[src/rtl/reg_wb_pkg.sv]
// Shared constants, request record and helpers for the register-file writeback path.
package reg_wb_pkg;

  localparam int REG_AW = 5;
  localparam int REG_DW = 32;
  localparam logic [REG_AW-1:0] REG_ZERO = 5'd0;
  localparam int WB_MAX_REQ = 4;

  typedef struct packed {
    logic        valid;
    logic [4:0]  addr;
    logic [31:0] data;
  } wb_req_t;

  // Width of a requester index; kept at least 1 so single-entry vectors stay legal.
  function automatic int ptr_width(input int n);
    return (n > 1) ? $clog2(n) : 1;
  endfunction

endpackage

[src/rtl/reg_wb_arbiter_if.sv]
// Writeback bundle: N requesters on one side, the register-file write port on the other.
interface reg_wb_arbiter_if
  import reg_wb_pkg::*;
#(
  parameter int N_REQ = 2,
  parameter int AW    = REG_AW,
  parameter int DW    = REG_DW
);

  logic [N_REQ-1:0]    i_req_valid;
  logic [N_REQ*AW-1:0] i_req_addr;
  logic [N_REQ*DW-1:0] i_req_data;
  logic [N_REQ-1:0]    o_req_ready;
  logic                o_we;
  logic [AW-1:0]       o_waddr;
  logic [DW-1:0]       o_wdata;
  logic                o_busy;

  modport master (
    output i_req_valid, i_req_addr, i_req_data,
    input  o_req_ready, o_we, o_waddr, o_wdata, o_busy
  );

  modport slave (
    input  i_req_valid, i_req_addr, i_req_data,
    output o_req_ready, o_we, o_waddr, o_wdata, o_busy
  );

endinterface

[src/rtl/reg_wb_arbiter_rr.sv]
// Generic rotate-priority picker: one-hot grant to the first set req starting at ptr_i.
module rr_arbiter
  import reg_wb_pkg::*;
#(
  parameter int N = 2,
  localparam int PW = ptr_width(N)
) (
  input  logic [N-1:0]  req_i,
  input  logic [PW-1:0] ptr_i,
  input  logic          enable_i,
  output logic [N-1:0]  grant_o
);

  logic [PW:0] idx_s;
  logic        found_s;
  logic        hit_s;

  // Scan ptr_i, ptr_i+1, ... modulo N and keep the first valid requester.
  always_comb begin
    grant_o = '0;
    found_s = 1'b0;
    idx_s   = '0;
    hit_s   = 1'b0;
    for (int i = 0; i < N; i++) begin
      idx_s = {1'b0, ptr_i} + (PW+1)'(i);
      idx_s = (idx_s >= (PW+1)'(N)) ? (idx_s - (PW+1)'(N)) : idx_s;
      hit_s = enable_i & ~found_s & req_i[idx_s[PW-1:0]];
      grant_o[idx_s[PW-1:0]] = grant_o[idx_s[PW-1:0]] | hit_s;
      found_s = found_s | hit_s;
    end
  end

endmodule

[src/rtl/reg_wb_arbiter.sv]
// Round-robin writeback arbiter with a one-entry output stage that stalls under i_hold.
// Optional macro WB_BYPASS_EN adds two combinational read-forwarding ports.
module reg_wb_arbiter
  import reg_wb_pkg::*;
#(
  parameter int N_REQ = 2,
  parameter int AW    = REG_AW,
  parameter int DW    = REG_DW
) (
  input  logic          clk,
  input  logic          i_rst,
  input  logic          i_hold,
`ifdef WB_BYPASS_EN
  input  logic [AW-1:0] i_raddr1,
  input  logic [AW-1:0] i_raddr2,
  output logic          o_fwd_hit1,
  output logic          o_fwd_hit2,
  output logic [DW-1:0] o_fwd_data1,
  output logic [DW-1:0] o_fwd_data2,
`endif
  reg_wb_arbiter_if.slave bus
);

  localparam int PW = ptr_width(N_REQ);

  logic          out_valid_q, out_valid_d;
  logic [AW-1:0] out_addr_q,  out_addr_d;
  logic [DW-1:0] out_data_q,  out_data_d;
  logic [PW-1:0] rr_ptr_q,    rr_ptr_d;

  logic [N_REQ-1:0] grant_s;
  logic             can_load_s;
  logic             accept_s;
  logic [AW-1:0]    win_addr_s;
  logic [DW-1:0]    win_data_s;
  logic [PW-1:0]    win_next_s;

  // An empty stage, or one that commits this cycle, can take a new write.
  assign can_load_s = ~out_valid_q | ~i_hold;

  rr_arbiter #(.N(N_REQ)) u_rr (
    .req_i    (bus.i_req_valid),
    .ptr_i    (rr_ptr_q),
    .enable_i (can_load_s),
    .grant_o  (grant_s)
  );

  // One-hot AND-OR mux of the winning requester's fields and its successor index.
  always_comb begin
    win_addr_s = '0;
    win_data_s = '0;
    win_next_s = '0;
    for (int k = 0; k < N_REQ; k++) begin
      win_addr_s = win_addr_s | ({AW{grant_s[k]}} & bus.i_req_addr[k*AW +: AW]);
      win_data_s = win_data_s | ({DW{grant_s[k]}} & bus.i_req_data[k*DW +: DW]);
      win_next_s = win_next_s | ({PW{grant_s[k]}} & PW'((k + 1) % N_REQ));
    end
    accept_s = |grant_s;
  end

  // Next state of the output stage; writes to x0 are accepted but never buffered.
  always_comb begin
    out_valid_d = out_valid_q;
    out_addr_d  = out_addr_q;
    out_data_d  = out_data_q;
    rr_ptr_d    = rr_ptr_q;
    if (can_load_s) begin
      if (accept_s) begin
        rr_ptr_d = win_next_s;
        if (win_addr_s != AW'(REG_ZERO)) begin
          out_valid_d = 1'b1;
          out_addr_d  = win_addr_s;
          out_data_d  = win_data_s;
        end else begin
          out_valid_d = 1'b0;
        end
      end else begin
        out_valid_d = 1'b0;
      end
    end else begin
      out_valid_d = out_valid_q;
    end
  end

  // Output stage and round-robin pointer registers.
  always_ff @(posedge clk or posedge i_rst) begin
    if (i_rst) begin
      out_valid_q <= 1'b0;
      out_addr_q  <= '0;
      out_data_q  <= '0;
      rr_ptr_q    <= '0;
    end else begin
      out_valid_q <= out_valid_d;
      out_addr_q  <= out_addr_d;
      out_data_q  <= out_data_d;
      rr_ptr_q    <= rr_ptr_d;
    end
  end

  assign bus.o_req_ready = grant_s;
  assign bus.o_we        = out_valid_q & ~i_hold;
  assign bus.o_waddr     = out_addr_q;
  assign bus.o_wdata     = out_data_q;
  assign bus.o_busy      = out_valid_q;

`ifdef WB_BYPASS_EN
  // Forward straight from the stage so readers see a write still parked under hold.
  assign o_fwd_hit1  = out_valid_q & (i_raddr1 == out_addr_q) & (i_raddr1 != AW'(REG_ZERO));
  assign o_fwd_hit2  = out_valid_q & (i_raddr2 == out_addr_q) & (i_raddr2 != AW'(REG_ZERO));
  assign o_fwd_data1 = out_data_q;
  assign o_fwd_data2 = out_data_q;
`endif

endmodule

[src/flat_wrapper.sv]
// flat-port wrapper written by rule: the top's interface ports become plain ports
module reg_wb_arbiter_flat import reg_wb_pkg::*;
#(
  parameter int N_REQ = 2,
  parameter int AW    = REG_AW,
  parameter int DW    = REG_DW
)
  (clk, i_rst, i_hold, bus_i_req_valid, bus_i_req_addr, bus_i_req_data, bus_o_req_ready, bus_o_we, bus_o_waddr, bus_o_wdata, bus_o_busy);
  reg_wb_arbiter_if #(.N_REQ(N_REQ), .AW(AW), .DW(DW)) bus_i ();
  input  logic clk;
  input  logic i_rst;
  input  logic i_hold;
  input wire logic [$bits(bus_i.i_req_valid)-1:0] bus_i_req_valid;
  input wire logic [$bits(bus_i.i_req_addr)-1:0] bus_i_req_addr;
  input wire logic [$bits(bus_i.i_req_data)-1:0] bus_i_req_data;
  output wire logic [$bits(bus_i.o_req_ready)-1:0] bus_o_req_ready;
  output wire logic [$bits(bus_i.o_we)-1:0] bus_o_we;
  output wire logic [$bits(bus_i.o_waddr)-1:0] bus_o_waddr;
  output wire logic [$bits(bus_i.o_wdata)-1:0] bus_o_wdata;
  output wire logic [$bits(bus_i.o_busy)-1:0] bus_o_busy;
  assign bus_i.i_req_valid = bus_i_req_valid;
  assign bus_i.i_req_addr = bus_i_req_addr;
  assign bus_i.i_req_data = bus_i_req_data;
  assign bus_o_req_ready = bus_i.o_req_ready;
  assign bus_o_we = bus_i.o_we;
  assign bus_o_waddr = bus_i.o_waddr;
  assign bus_o_wdata = bus_i.o_wdata;
  assign bus_o_busy = bus_i.o_busy;
  reg_wb_arbiter #(.N_REQ(N_REQ), .AW(AW), .DW(DW)) u_core (.clk(clk), .i_rst(i_rst), .i_hold(i_hold), .bus(bus_i));
endmodule
[config.mk]
export PLATFORM = sky130hd
export DESIGN_NAME = reg_wb_arbiter_flat
export DESIGN_NICKNAME = d
export VERILOG_FILES = /design/src/rtl/reg_wb_pkg.sv /design/src/rtl/reg_wb_arbiter_if.sv /design/src/rtl/reg_wb_arbiter_rr.sv /design/src/rtl/reg_wb_arbiter.sv /design/src/flat_wrapper.sv
export SDC_FILE = /design/constraint.sdc
export NUM_CORES = 1
export LEC_CHECK = 0
export ABC_CLOCK_PERIOD_IN_PS = 3300
export CAP_MARGIN = 10
export CORE_AREA = 2 2 74 76
export DETAILED_ROUTE_END_ITERATION = 12
export DIE_AREA = 0 0 76 78
export PLACE_DENSITY = 0.9
export SLEW_MARGIN = 0
export SYNTH_ARGS = -nofsm -noshare
export SYNTH_HDL_FRONTEND = slang
export SYNTH_SLANG_ARGS = --single-unit
[constraint.sdc]
create_clock -name clk -period 3.3 [get_ports clk]
set_clock_uncertainty 0.15 [all_clocks]
set_input_delay 0.99 -clock clk [delete_from_list [all_inputs] [get_ports clk]]
set_output_delay 0.99 -clock clk [all_outputs]
set_load 0.1 [all_outputs]
* Word-level counts from Yosys, hierarchy flattened *
Index checks and enable logic that the tools add are counted.

word-level totals
  bits in registers = 39
  input bits = 79
  output and inout bits = 41
  logic and storage cells = 52

operators by class
  $add $sub $neg = 3
  magnitude comparators = 6
  multiplexer cells = 16
  bitwise gates (word level) = 17
  reductions and logical operators = 6

operators with widths
  kind                                                                count
  AND 32 bit                                                          2
  bitwise OR 32 bit                                                   1
  2-to-1 mux 1 bit                                                    13
  AND 5 bit                                                           2
  bitwise OR 5 bit                                                    1
  nonzero test 5 bit                                                  1
  AND 1 bit                                                           4
  < comparator 1 x 2 -> 1 bit (second input constant)                 2
  inverter 1 bit                                                      3
  bitwise OR 1 bit                                                    3
  AND reduction 3 bit                                                 1
  adder 1 x 1 -> 2 bit (second input constant)                        1
  AND 2 bit                                                           1
  bitwise mux 2 bit                                                   1
  demux 1 bit (select 1 bit)                                          2
  greater-or-equal comparator 1 bit (second input constant)           2
  greater-or-equal comparator 1 x 2 -> 1 bit (second input constant)  1
  greater-or-equal comparator 2 bit (second input constant)           1
  logical AND 1 bit                                                   2
  AND reduction 2 bit                                                 1
  OR reduction 2 bit                                                  1
  subtractor 1 bit (second input constant)                            2

* Logic depth before layout (Yosys ltp) *
Gate-level depths: netlist of the first run.

  depth in word-level cells = 16
  depth in mapped cells = 7

* Modules after synthesis *
Synthesis of the first run repeated with hierarchy kept, for this count alone.

second synthesis, totals
  cell total of the unflattened synthesis = 147
  area total of the unflattened synthesis = 2,008.2 µm²

by module, submodules not included
  module          instances  cells each  area an instance (µm²)
  reg_wb_arbiter  1          142         1,986.9
  rr_arbiter      1          5           21.3

* Worst setup path before layout of the first run *
OpenSTA, ideal clock, no wires.

  path kind = input to output
  from = in i_hold
  to = out bus_o_req_ready[1]
  data arrival time = 2.396 ns
  setup slack = -0.236 ns
  cell stages on the path = 4
  path buffers = 1
  cells stage by stage = nand2_1 nand3_1 inv_1 clkbuf_1

on the way
  word-level cells in the longest chain between the ends = 9

RTL lines
  element                                              line                     source
  start, declared                                      flat_wrapper.sv:12       input logic i_hold;
  inverter 1 bit *                                     reg_wb_arbiter.sv:39     assign can_load_s = ~out_valid_q | ~i_hold;
  bitwise OR 1 bit *                                   reg_wb_arbiter.sv:39
  AND 1 bit                                            reg_wb_arbiter_rr.sv:27  hit_s = enable_i & ~found_s & req_i[idx_s[PW-1:0]];
  bitwise OR 1 bit                                     reg_wb_arbiter_rr.sv:28  grant_o[idx_s[PW-1:0]] = grant_o[idx_s[PW-1:0]] | hit_s;
  AND 2 bit (no source line)                           n/a
  2-to-1 mux 1 bit (not written as such) (2 in a row)  reg_wb_arbiter_rr.sv:28
  bitwise OR 1 bit                                     reg_wb_arbiter_rr.sv:28
  bitwise mux 2 bit *                                  reg_wb_arbiter_rr.sv:28
  end, declared                                        flat_wrapper.sv:16       output wire logic [$bits(bus_i.o_req_ready)-1:0] bus_o_req_ready;

Every way passes the cells marked *; elsewhere a longest branch is shown, timed or not. The select of a mux whose other input is x is not followed.

* Final worst setup path of the first run *
Ends and elaborated chain as after synthesis.

==> results, run 1 <==
- The tree built by TritonCTS fans out to 39 sinks.
- Static timing analysis puts the maximum clock frequency at 0.3113 GHz.
- The critical hold path startpoint is u_core.bus.o_wdata[1].
- Post-CTS repair changed the size of 0 cells.
- Counting the buffers created by CTS gives 5.
- IR analysis of the VDD net gives a maximum drop of 0.0004840 V.
- The detailed router finished its first iteration with 33 violations.
- The total setup violations reported at the end of the flow is 0.
- The clock passes through at most 2 buffers.
- In this run the critical register-to-register path is captured at u_core.bus.o_wdata[14].
- For this run, design rule violations remaining after detail routing come to 0.
- The worst hold path terminates at u_core.bus.o_wdata[1].
- The post-route clock period utilization is 0.9733.
- The floorplan step set the die width to 76 um.
- The post-CTS setup repair buffer count is 0.
- 120 I/O pins were placed.
- At the pin with the least slew margin, the transition time is 0.4010 ns.
- The routed length per placed instance is 15.71 um.
- The number of antenna cells inserted is 0.
- After detailed routing, the total wire length is 5309 um.
- The relative max-transition margin is 0.7327.
- The pin count of the biggest net entering global routing is 39.
- The count of yosys warnings during synthesis is 0.
- From bottom edge to top edge, the die measures 78 um.
- The die footprint is 0.005928 mm^2.
- The synthesized design contains 39 register bits.
- The nature of the critical path endpoint is a primary output.
- Across all register-to-register paths, the minimum setup slack is 1.29 ns.
- The count of final hold-check violations is 0.
- The cell area after synthesis is 0.001991 mm^2.
- Compared with the post-synthesis result, the final layout area differs by 64.30%.
- The final layout contains 348 nets.
- Along the worst path, the maximum fanout reaches 5.
- The layout filler cell count is 402.
- The hold buffer count at cts is 0.
- The share of final-layout standard cells stronger than drive strength 1 is 0.3396.
- Summed over all nets, the half-perimeter wirelength after detailed placement is 4061 um.
- Synthesis produced a netlist with a net count of 225.
- The beginning of the worst register-to-register path is u_core.bus.o_busy.
- The first-pass GRT wire length is 8763 um.
- The max-slew violation count is 0.
- The starting density of the core is 0.3948.
- The tree is rooted in a clkbuf_8.
- The leakage power summed over all cells is 1.547 nW.
- The tool flagged a number of max-cap violations equal to 0.
- After detailed routing, the number of vias per cell comes to 4.991.
- Row generation in the floorplan step produced 26 rows.
- The clock reaches the later pin of the worst-skew pair after 0.28 ns.
- The first detailed-routing pass took 4 iterations.
- STA classifies the critical path startpoint as an input port.
- Across all hold checks on the routed design, the worst slack comes to 0.3513 ns.
- After synthesis, the mean cell area works out to 13.63 um^2.
- In the global route stage, overall resource usage came out at 0.1847.
- The initial antenna violation count was 0.
- The flow ran to the end, and the final reports show no timing, DRC or antenna violations.
- In the synthesized netlist, the number of instances is 146.
- The via count of the first global-routing pass is 1,849.
- The shortest clock period the worst path allows after layout is 3.212 ns.
- The cell count of the worst reg-to-reg path is 6.
- The H-tree level count is 2.
- The category of the most critical setup path is in -> out.
- Setup repair after global routing left no endpoint under its margin.
- TritonCTS built the clock tree.
- The post-CTS clock slew at the launch and capture registers of the worst setup and hold paths is 0.07 ns.
- The total power density per cell area is 941.0 mW/mm^2.
- The total via count in the routed design is 1,687.
- The count of port buffers added during placement is 119.
- At the worst endpoint, the required time is 2.16 ns.
- The number of stages on the worst hold path is 1.
- The total core area is 0.005042 mm^2.
- The sequential fraction of the synthesis area is 0.4903.
- The aggregate global routing overflow is 0.
- Routability-driven placement finished with a final weighted congestion of 0.7321.
- The data arrival time at the worst-slack endpoint is 2.07 ns.
- The distinct cell type count after synthesis is 22.
- Setup total negative slack on the finished layout was measured at 0 ns.
- The path category of the worst min-delay check is reg -> reg.
- The remaining number of nets flagged by the antenna check after routing is 0.
[logic make-up (layout without fill, tap and decap cells)]
logic type / after synthesis / count (layout) / synth area share
AO/OA/AOI/OAI: 45 / 45 / 0.1911
AND/OR/NAND/NOR: 11 / 11 / 0.04086
multiplexers: 32 / 32 / 0.2282
flip-flops: 39 / 39 / 0.4903
buffers and inverters: 19 / 141 / 0.04965
[cells in the mapped netlist]
cell type	number	area [um^2]
dfrtp_1	39	975.9
a22o_1	32	280.3
mux2_4	25	375.4
inv_1	8	30.03
mux2_2	6	67.56
a22oi_1	4	30.03
buf_2	4	20.02
clkbuf_1	4	15.01
o21ai_1	4	20.02
buf_6	3	33.78
nand2_1	2	7.510
nand2b_1	2	12.51
nand3_1	2	10.01
nor2_4	2	22.52
or4_4	2	22.52
a21oi_1	1	5.000
a221o_1	1	10.01
a221oi_1	1	8.760
a31oi_1	1	6.260
mux2_1	1	11.26
nor2b_1	1	6.260
o22ai_4	1	20.02
[layout make-up]
class | count | area [um^2] | share of cell area
timing repair buffer | 127 | 1186 | 0.3627
tap | 70 | 87.58 | 0.02678
multi-input combinational | 88 | 918.4 | 0.2808
clock buffer | 6 | 72.57 | 0.02219
sequential | 39 | 975.9 | 0.2984
inverter | 8 | 30.03 | 0.009181
[cells in the final DEF (no fill, tap or decap), types with 2 or more instances in the layout]
| cell type | n |
|---|---|
| nand3_1 | 2 |
| nand2b_1 | 2 |
| a22o_1 | 32 |
| clkdlybuf4s50_1 | 78 |
| a22oi_1 | 4 |
| buf_12 | 3 |
| mux2_4 | 25 |
| dfrtp_1 | 39 |
| nand2_1 | 2 |
| o21ai_1 | 4 |
| or4_4 | 2 |
| nor2_4 | 2 |
| inv_1 | 8 |
| buf_4 | 46 |
| clkbuf_8 | 5 |
| mux2_2 | 6 |
[routing by layer]
| layer | up-vias | global-route usage | share of wire |
|---|---|---|---|
| li1 | 794 | - | - |
| met1 | 810 | 0.2172 | 0.41 |
| met2 | 77 | 0.3205 | 0.50 |
| met3 | 6 | 0.07093 | 0.081 |
| met4 | 0 | 0.04364 | 0.0089 |
| met5 | - | 0 | 0 |
[registers in the layout, indices dropped and copies added (netlist names)]
| register | cells |
|---|---|
| u_core.bus.o_wdata | 32 |
| u_core.bus.o_waddr | 5 |
| u_core.bus.o_busy | 1 |
| u_core.rr_ptr_q | 1 |
[worst max-delay path by stage]
stage	startpoint	to	slack [ns]	cells after the start
floorplan	i_hold	bus_o_req_ready[1]	0.26	4
global placement	i_hold	bus_o_req_ready[1]	0.13	5
detailed placement	i_hold	bus_o_req_ready[1]	0.1	5
CTS	i_hold	bus_o_req_ready[1]	0.08	5
global route	i_hold	bus_o_req_ready[1]	0.02	5
finish	i_hold	bus_o_req_ready[1]	0.09	5
[critical path, cell delays in order]
cell and delay [ns]:
clkdlybuf4s50_1 0.43, nand2_1 0.16, nand3_1 0.14, inv_1 0.16
buf_12 0.19
[metrics by stage]
stage	worst slack, ns	instance area [um^2]	total power [mW]	instances	utilization
final	0.08797	3271	3.078	338	0.6486
after global routing	0.01549	3271	3.188	338	0.6486
after CTS	0.08101	3271	3.104	338	0.6486
after detailed placement	0.09607	3198	2.807	332	0.6342
after global placement	0.1348	3198	2.777	332	0.6342
after floorplan	0.2627	1996	2.324	146	-
[power by group]
| group | internal (mW) | switching (mW) |
|---|---|---|
| combinational | 0.570 | 1.49 |
| clock | 0.141 | 0.144 |
| sequential | 0.638 | 0.0952 |
Power figures use the tool's default switching activity.
==> run 2, diff against run 1 <==
- GPL_ROUTABILITY_DRIVEN: default -> 0
==> results of run 2 <==
Final layout, timing and power as in run 1 (identical DEF).
==> run 3, diff against run 2 <==
- ABC_CLOCK_PERIOD_IN_PS: 3300 -> default
- PLACE_DENSITY: 0.9 -> 0.93
- SLEW_MARGIN: 0 -> default
==> run 3 against run 2 <==
Against the previous run:
- hold slack is essentially flat
- clock power grew 21%
- sequential power is essentially flat
- core utilization grew 0.40 points
- power grew 1.8%
- flip-flop and latch count is the same
- final area grew 0.61%
- clock-buffer cell count grew 2
- global-route usage grew 0.26 points
- sequential share of layout area shrank 0.18 points
- largest cell class unchanged
==> results, run 3 (synthesis gave the netlist of run 1 again) <==
- The slew at the pin with the worst max-slew slack is 0.4884 ns (was 0.4010 ns).
- The x dimension of the die came to 76 um (unchanged).
- The die footprint was 0.005928 mm^2 (unchanged).
- The internal reg-to-reg setup slack is 1.36 ns (was 1.29 ns).
- The max-slew violation count was 0 (unchanged).
- The sequential cell area is 975.9 um^2 (unchanged).
- The initial antenna violation count is 0 (unchanged).
- The routed length on met1 is 2076 um (was 2155 um).
- The path category of the worst min-delay check is reg -> reg (unchanged).
- The post-CTS setup repair buffer count is 0 (unchanged).
- The max capacitance violation total was 0 (unchanged).
- Highest-count cells in the layout ignoring fill and taps: clkdlybuf4s50_1, buf_4, dfrtp_1 (unchanged).
- The starting density of the core was 0.3948 (unchanged).
- The number of nets in the final layout is 347 (was 348).
- The remaining number of nets flagged by the antenna check after routing is 0 (unchanged).
- The beginning of the worst register-to-register path is u_core.bus.o_busy (unchanged).
- The cell count of the worst reg-to-reg path is 6 (unchanged).
- The number of optimization iterations in the first detailed-route pass is 4 (unchanged).
- The count of final hold-check violations is 0 (unchanged).
- The number of instances in the placed design is 331 (was 332).
- The data arrival time at the worst-slack endpoint is 2.04 ns (was 2.07 ns).
- The TritonCTS clock tree is done (unchanged).
- Status: finished, final reports clean (unchanged).
- The total power density per cell area is 952.0 mW/mm^2 (was 941.0 mW/mm^2).
- The clock network latency to the later pin of the worst-skew pair is 0.28 ns (about the same).
- The routed wire length on met2 was 2727 um (was 2674 um).
- The synthesis-to-layout area growth is 65.31% (was 64.30%).
- The sum of negative setup slack came to 0 ns (unchanged).
- The critical path launch point type is an input port (unchanged).
- The height of the chip is 78 um (unchanged).
- The count of cells resized by post-cts repair is 0 (unchanged).
- The total length of routed wires is 5290 um (was 5309 um).
- The sum of met3 wire segment lengths after detailed routing is 452 um (was 432 um).
- The leakage power summed over all cells was 1.556 nW (was 1.547 nW).
- The critical path required time came to 2.16 ns (about the same).
- The overall global routing resource usage came to 0.1873 (was 0.1847).
- The shortest clock period the worst path allows after layout is 3.183 ns (was 3.212 ns).
- The critical hold path startpoint is u_core.bus.o_wdata[1] (unchanged).
- The routed length per placed instance is 15.60 um (was 15.71 um).
- The post-CTS clock slew at the launch and capture registers of the worst setup and hold paths is 0.07 ns (about the same).
- The ratio of routed vias to standard cells is 5.032 (was 4.991).
- The highest metal layer used by the detailed router was met4 (unchanged).
- The end of the worst hold path is u_core.bus.o_wdata[1] (unchanged).
- The total core area was 0.005042 mm^2 (unchanged).
- The top-level port count is 120 (unchanged).
- The aggregate global routing overflow was 0 (unchanged).
- The category of the most critical setup path is in -> out (unchanged).
- The number of standard cells in the final layout excluding fillers was 339 (was 338).
- The flip-flop count of the largest register, all copies and words added is 32 (unchanged).
- The first-pass GRT wire length is 8887 um (was 8763 um).
- The share of total power in sequential cells is 0.233 (was 0.238).
- The H-tree level count is 2 (unchanged).
- The number of violations reported at the end of detailed-routing iteration 0 came to 113 (was 33).
- The highest ir drop seen on vdd is 0.0004885 V (was 0.0004840 V).
- The pin count of the biggest net entering global routing is 40 (was 39).
- The number of placement rows is 26 (unchanged).
- The number of antenna cells inserted is 0 (unchanged).
- The total clock buffers created by CTS is 5 (unchanged).
- The hold buffer count at cts was 0 (unchanged).
- The maximum buffer depth of the clock tree is 2 (unchanged).
- The design internal power is 1.398 mW (was 1.349 mW).
- The nature of the critical path endpoint is a primary output (unchanged).
- The multi-input logic area is 918.4 um^2 (unchanged).
- The HPWL after detailed placement is 3977 um (was 4061 um).
- The fraction of power consumed by the clock network is 0.110 (was 0.093).
- The clock sink count is 39 (unchanged).
- The total via count in the routed design was 1,706 (was 1,687).
- The destination of the worst register-to-register timing path was u_core.bus.o_wdata[12] (was u_core.bus.o_wdata[14]).
- The number of stages on the worst hold path is 1 (unchanged).
- Setup repair after global routing missed its margin: false (unchanged).
- The relative max-transition margin is 0.6744 (was 0.7327).
- The highest fanout seen on the critical path was 5 (unchanged).
- The total setup violations reported at the end of the flow is 0 (unchanged).
- The net switching power is 1.735 mW (was 1.729 mW).
- The most common cell after layout, fill and taps aside is clkdlybuf4s50_1 (unchanged).
- The share of final-layout standard cells stronger than drive strength 1 came to 0.3420 (was 0.3396).
- The logic gate share of total power is 0.656 (was 0.669).
- The switching power as a share of total power is 0.5538 (was 0.5617).
- The DRC violations left came to 0 (unchanged).
- The via count of the first global-routing pass is 1,824 (was 1,849).
- The layout filler cell count is 383 (was 402).
- The post-route clock period utilization is 0.9646 (was 0.9733).
- The maximum clock frequency is 0.3141 GHz (was 0.3113 GHz).
- The count of port buffers added during placement was 119 (unchanged).
- The clock root buffer master is clkbuf_8 (unchanged).
run 3: cell types whose count changed in the layout (fill, tap and decap cells not counted):
| cell | previous run | this run |
|---|---|---|
| buf_4 | 46 | 45 |
| clkbuf_8 | 5 | 7 |
run 3: how the worst max path moves through the flow:
stage,start,end,slack [ns],cells after the start
2_1_floorplan,i_hold,bus_o_req_ready[1],0.26,4
3_3_place_gp,i_hold,bus_o_req_ready[0],0.14,5
3_5_place_dp,i_hold,bus_o_req_ready[0],0.13,5
4_1_cts,i_hold,bus_o_req_ready[0],0.11,5
5_1_grt,i_hold,bus_o_req_ready[0],0.04,5
6_report,i_hold,bus_o_req_ready[0],0.12,5
run 3: metrics by stage:
stage | utilization | worst slack [ns] | hold slack [ns] | area, um^2 | power [mW]
global route | 0.6526 | 0.03501 | 0.3815 | 3291 | 3.252
detailed placement | 0.6328 | 0.1294 | 0.3369 | 3191 | 2.801
floorplan | - | 0.2627 | 0.3134 | 1996 | 2.324
CTS | 0.6526 | 0.1119 | 0.3553 | 3291 | 3.158
finish | 0.6526 | 0.1167 | 0.3517 | 3291 | 3.133
global placement | 0.6328 | 0.1356 | 0.3222 | 3191 | 2.771
run 3: per-layer routing:
metal | GRT usage | vias up
met2 | 0.3366 | 83
li1 | - | 794
met3 | 0.07209 | 4
met1 | 0.2115 | 825
met5 | 0 | -
met4 | 0.04182 | 0
run 3: critical path: stages:
cell and delay (ns):
clkdlybuf4s50_1 0.44, nand2_1 0.15, nand3_1 0.12, inv_1 0.15, buf_12 0.19
run 3: power groups by stage:
stage / Combinational [mW] / Sequential (mW) / Clock, mW
finish: 2.06 / 0.731 / 0.345
global route: 2.12 / 0.754 / 0.381
CTS: 2.07 / 0.732 / 0.358
detailed placement: 2.07 / 0.735 / 0
global placement: 2.04 / 0.729 / 0
floorplan: 0.454 / 1.87 / 0
run 3: area by class of cell:
| type | instances | area share |
|---|---|---|
| sequential | 39 | 0.2966 |
| tap | 70 | 0.02662 |
| multi-input combinational | 88 | 0.2791 |
| inverter | 8 | 0.009125 |
| timing repair buffer | 126 | 0.3582 |
| clock buffer | 8 | 0.03042 |
